--- config.mk ---
export PLATFORM = sky130hd
export DESIGN_NAME = radix4_divider_32b
export DESIGN_NICKNAME = d
export VERILOG_FILES = /design/src/rtl/radix4_divider_32b.sv
export SDC_FILE = /design/constraint.sdc
export NUM_CORES = 1
export LEC_CHECK = 0
export BUFFER_PORTS_ARGS = -buffer_cell sky130_fd_sc_hd__buf_2
export CORE_MARGIN = 4
export CORE_UTILIZATION = 44
export CTS_BUF_LIST = sky130_fd_sc_hd__clkbuf_8
export CTS_CLUSTER_SIZE = 24
export DETAILED_ROUTE_END_ITERATION = 10
export PLACE_DENSITY = 0.66
export SETUP_SLACK_MARGIN = 0.3
export SLEW_MARGIN = 20
export SYNTH_ARGS = -nofsm -noshare
export SYNTH_HDL_FRONTEND = slang
export SYNTH_SLANG_ARGS = --single-unit
--- constraint.sdc ---
create_clock -name clk -period 7.9 [get_ports clk]
set_clock_uncertainty 0.05 [all_clocks]
set_input_delay 2.37 -clock clk [delete_from_list [all_inputs] [get_ports clk]]
set_output_delay 2.37 -clock clk [all_outputs]
set_load 0.02 [all_outputs]
--- src/rtl/radix4_divider_32b.sv ---
// Iterative radix-4 restoring divider with RISC-V DIV/DIVU/REM/REMU semantics.
// Two quotient bits per clock; fixed latency of WIDTH/2 + 2 edges from start to valid.
module radix4_divider_32b #(
    parameter int WIDTH = 32
) (
    input  logic             clk,
    input  logic             resetn,
    input  logic             start,
    input  logic             is_signed,
    input  logic [WIDTH-1:0] dividend,
    input  logic [WIDTH-1:0] divisor,
    output logic             busy,
    output logic             valid,
    output logic [WIDTH-1:0] quotient,
    output logic [WIDTH-1:0] remainder,
    output logic             div_by_zero
);
    localparam int N  = WIDTH / 2;
    localparam int CW = (N > 1) ? $clog2(N) : 1;
    localparam int RW = WIDTH + 2;

    typedef enum logic [1:0] {
        IDLE = 2'd0,
        CALC = 2'd1,
        FIX  = 2'd2
    } state_t;

    state_t state_reg, state_next;

    logic [WIDTH-1:0] a_reg;
    logic [WIDTH-1:0] q_reg;
    logic [WIDTH-1:0] r_reg;
    logic [WIDTH-1:0] raw_dividend_reg;
    logic [RW-1:0]    mult_reg [1:3];
    logic             q_neg_reg;
    logic             r_neg_reg;
    logic             zero_reg;
    logic [CW-1:0]    iter_reg;

    logic [WIDTH-1:0] quotient_reg;
    logic [WIDTH-1:0] remainder_reg;
    logic             valid_reg;
    logic             div_by_zero_reg;

    // Operand conditioning: magnitudes and sign flags, only meaningful when signed.
    logic             dividend_neg;
    logic             divisor_neg;
    logic [WIDTH-1:0] a_abs;
    logic [WIDTH-1:0] b_abs;
    logic [RW-1:0]    b_x1;
    logic [RW-1:0]    b_x2;

    assign dividend_neg = is_signed & dividend[WIDTH-1];
    assign divisor_neg  = is_signed & divisor[WIDTH-1];
    assign a_abs        = dividend_neg ? -dividend : dividend;
    assign b_abs        = divisor_neg  ? -divisor  : divisor;
    assign b_x1         = {2'b00, b_abs};
    assign b_x2         = {1'b0, b_abs, 1'b0};

    // Digit selection against the precomputed multiples {b, 2b, 3b}.
    logic [RW-1:0]    r_shift;
    logic [3:1]       ge;
    logic [1:0]       digit;
    logic [RW-1:0]    sub;
    logic [RW-1:0]    r_diff;
    logic [WIDTH-1:0] r_next;
    logic             unused_r_diff_hi;

    assign r_shift = {r_reg, a_reg[WIDTH-1 -: 2]};

    generate
        for (genvar gi = 1; gi <= 3; gi++) begin : g_cmp
            assign ge[gi] = (r_shift >= mult_reg[gi]);
        end
    endgenerate

    always_comb begin
        digit = 2'd0;
        sub   = '0;
        if (ge[3]) begin
            digit = 2'd3;
            sub   = mult_reg[3];
        end else if (ge[2]) begin
            digit = 2'd2;
            sub   = mult_reg[2];
        end else if (ge[1]) begin
            digit = 2'd1;
            sub   = mult_reg[1];
        end
    end

    // The new remainder is always below b, so the top two bits are zero.
    assign r_diff           = r_shift - sub;
    assign r_next           = r_diff[WIDTH-1:0];
    assign unused_r_diff_hi = |r_diff[RW-1:WIDTH];

    // State register
    always_ff @(posedge clk) begin
        if (!resetn) begin
            state_reg <= IDLE;
        end else begin
            state_reg <= state_next;
        end
    end

    // Next-state logic
    always_comb begin
        state_next = state_reg;
        case (state_reg)
            IDLE:    if (start) state_next = CALC;
            CALC:    if (iter_reg == CW'(N - 1)) state_next = FIX;
            FIX:     state_next = IDLE;
            default: state_next = IDLE;
        endcase
    end

    // Output logic
    always_comb begin
        busy = (state_reg == CALC) || (state_reg == FIX);
    end

    // Datapath
    always_ff @(posedge clk) begin
        if (!resetn) begin
            a_reg            <= '0;
            q_reg            <= '0;
            r_reg            <= '0;
            raw_dividend_reg <= '0;
            mult_reg[1]      <= '0;
            mult_reg[2]      <= '0;
            mult_reg[3]      <= '0;
            q_neg_reg        <= 1'b0;
            r_neg_reg        <= 1'b0;
            zero_reg         <= 1'b0;
            iter_reg         <= '0;
            quotient_reg     <= '0;
            remainder_reg    <= '0;
            valid_reg        <= 1'b0;
            div_by_zero_reg  <= 1'b0;
        end else begin
            valid_reg <= 1'b0;
            case (state_reg)
                IDLE: begin
                    if (start) begin
                        a_reg            <= a_abs;
                        raw_dividend_reg <= dividend;
                        q_neg_reg        <= dividend_neg ^ divisor_neg;
                        r_neg_reg        <= dividend_neg;
                        zero_reg         <= (divisor == '0);
                        mult_reg[1]      <= b_x1;
                        mult_reg[2]      <= b_x2;
                        mult_reg[3]      <= b_x1 + b_x2;
                        r_reg            <= '0;
                        q_reg            <= '0;
                        iter_reg         <= '0;
                    end
                end
                CALC: begin
                    a_reg    <= a_reg << 2;
                    r_reg    <= r_next;
                    q_reg    <= {q_reg[WIDTH-3:0], digit};
                    iter_reg <= iter_reg + CW'(1);
                end
                FIX: begin
                    valid_reg <= 1'b1;
                    if (zero_reg) begin
                        quotient_reg    <= '1;
                        remainder_reg   <= raw_dividend_reg;
                        div_by_zero_reg <= 1'b1;
                    end else begin
                        // Negation wraps, which yields the required MIN/-1 overflow result.
                        quotient_reg    <= q_neg_reg ? -q_reg : q_reg;
                        remainder_reg   <= r_neg_reg ? -r_reg : r_reg;
                        div_by_zero_reg <= 1'b0;
                    end
                end
                default: ;
            endcase
        end
    end

    assign valid       = valid_reg;
    assign quotient    = quotient_reg;
    assign remainder   = remainder_reg;
    assign div_by_zero = div_by_zero_reg;

endmodule

==> results.md <==
- Run status: finished clean
- Setup TNS: 0 ps
- Most used DFF post-synth: dfxtp_1
- Final wirelength: 46400 um
- RR Endpoint: r_reg[31]
- FF-to-FF Start: r_reg[27]
- Lkg Pwr: 8.551 nW
- Area Growth Syn to Fin: 11.71%
- Remaining DRCs: 0
- Row cnt: 73
- Fmax: roughly 150 MHz
- Max Cap Viol: 0
- CP startpoint kind: primary input
- Final hold viol count: 0
- Setup Buffers After CTS: 0
- Pwr Density: 429.8 nW/um2
- Port Buffer Count: 134
- Min Tclk post-route: 6611 ps
- H-tree depth: 2
- CTS sink cnt: 268
- Routability cong.: 0.9678
- Grt ovf: 0
- Ys Warns: 0
- Post-DRT Antenna Nets: 0
- Syn Area/Cell: 8.390 um2
- Hold Path Class: reg2reg
- Post-synth EDFFs: 65
- Total Power: 8.599 mW
- CP Capture Type: flop
- DP HPWL: 34250 um
- Leading cell type in the layout, fill and taps excluded: nor2_1
- Seq/Total Area, Yosys: 33.58%
- Final worst-path cycle share: 83.68%
- Iter 0 DRT Violations: 856
- Hold_sp: a_reg[3]
- FILL cells: 3825
- Vias in the first global route: 14.91k
- Final Core Density: 50.02%
- Peak supply drop: about 280 uV
- Worst endpoint required time: between 8000 and 9000 ps
- Clk slew on worst S/H paths: 70 ps
- R2R depth: 21
- Initial Util: 44.77%
- Post_cts resized: 0
- FFs w/ async S/R, synth: 0%
- Tightest Pin Transition: roughly 1100 ps
- RSZ-0062 raised after global routing: false
- Max reg flops: 65
- Net Count, Synth: 2375
- Setup WS post-layout: 1289 ps
- WL/cell: 16.61 um
- Clock buffer depth: 3
- Cells after Synth: 2135
- Largest net degree at the start of global routing: 78
- Cells after DPL: 2710
- CTS tree: yes
- Commonest non-fill, non-tap cells in the layout: nor2_1, dfxtp_1, nand2_1
- I/O pin count: ~140
- DR vias: 15.58k
- Overall Global Routing Usage: 20.34%
- DIE AREA: 44000 um2
- Final setup fails: 0
- Relative slew slack: between 20% and 30%
- Worst-Skew Late Latency: 570 ps
- Num CTS Buffers: 45
- FF/Latch Area: between 6000 and 7000 um2
- Antenna violations before repair: 0
- Die height: approximately 210 um
- Worst path arrival time: 6870 ps
- Layout net count: 2472
- Inserted Diodes: 0
- Fraction of layout cells with a size suffix above 1: 11.28%
- Setup WS pre-CTS: around 800 ps
- Multi-input gate area: 11180 um2
- # hold bufs at CTS: 0
- First-pass GRT wire length: 75580 um
- Flop2flop setup slack: 1650 ps
- Hold Path Depth: 2
- Number of synthesized register bits: 268
- Cell Count, Final, Fillers Out: around 2.8k
- Chip Width: 209.8 um
- Yosys cell types: between 70 and 80
- Count of pins over their slew limit: 0
- Core Box Area: 40010 um2
- Crit Path Max Fanout: 5
- Worst Path Class, Setup: in2reg
- Drt pass-1 iters: 6
- Synth Cell Area: about 18000 um2
- Clock root buffer: clkbuf_8
- End of the worst hold path: a_reg[3]
- Routed vias/inst: 5.576
## stage by stage
| step | area, um2 | hold slack, ps |
|---|---|---|
| floorplan | 17910 | 374.8 |
| global placement | 19040 | 386.8 |
| detailed placement | 19040 | 393.0 |
| CTS | 20010 | 403.0 |
| global route | 20010 | 413.6 |
| finish | 20010 | 402.0 |
## layout make-up
class                   count  share of cell area, %
clock inverters            34                  1.388
repair buffers            149                  3.914
flip-flops and latches    268                  30.08
inverters                 107                  2.020
multi-input cells        1661                  55.88
well taps                 525                  3.283
clock buffers              50                  3.439
## cells by family (layout without fill, tap and decap cells)
family / after synthesis / in the layout / synth area share [%]
XOR/XNOR: 176 / 176 / 8.606
flip-flops: 268 / 268 / 33.58
multiplexers: 37 / 37 / 2.068
AND/OR/NAND/NOR: 657 / 657 / 17.09
buffers and inverters: 206 / 340 / 4.317
AO/OA/AOI/OAI: 619 / 619 / 22.24
adder cells (fa/ha/maj): 172 / 172 / 12.10
## how the worst max path moves through the flow
stage	from	end	slack, ps	cells past startpoint
after floorplan	divisor[5]	mult_reg[0][133]	1650	17
after global placement	divisor[3]	mult_reg[0][133]	950	17
after detailed placement	divisor[3]	mult_reg[0][133]	790	18
after CTS	divisor[3]	mult_reg[0][133]	1380	18
after global routing	divisor[3]	mult_reg[0][133]	930	18
final	divisor[3]	mult_reg[0][133]	1290	18
## power breakdown
part           internal [mW]  switching [mW]  total, mW
registers               1.62           0.277       1.90
clock network          0.726           0.588       1.31
logic                   2.23            3.16       5.39
total                   4.58            4.02       8.60
## worst max-delay path, stage by stage
cell      delay [ps]
buf_2            130
nor4_1           450
nor3b_1          430
nor4b_1          610
nand2_1          200
o41ai_1          380
xnor2_1          170
ha_1             390
a21o_1           210
a21o_1           180
a21oi_1          170
o21ai_0          100
o21ai_0          100
o41a_1           270
o211ai_1         170
a41oi_1          310
xor2_1           190
nor2_1            50
## metal layers
metal | vias up | GRT usage [%] | part of all wire (%)
met5 | - | 0 | 0
met4 | 0 | 4.523 | 1.5
met3 | 51 | 2.990 | 6.1
met2 | 463 | 32.46 | 44
met1 | 7163 | 29.31 | 48
li1 | 7901 | - | -
## synthesized netlist by cell type (65+ instances only)
cell	n	area [um2]
nand2_1	196	735.7
dfxtp_1	203	4064
xor2_1	93	814.5
edfxtp_1	65	1952
nor2_1	245	919.6
inv_1	105	394.1
a21oi_1	157	785.8
o21ai_0	133	665.6
a22oi_1	87	653.1
ha_1	170	2127
xnor2_1	83	727.0
clkbuf_1	94	352.8
(Power assumes the default switching activity.)
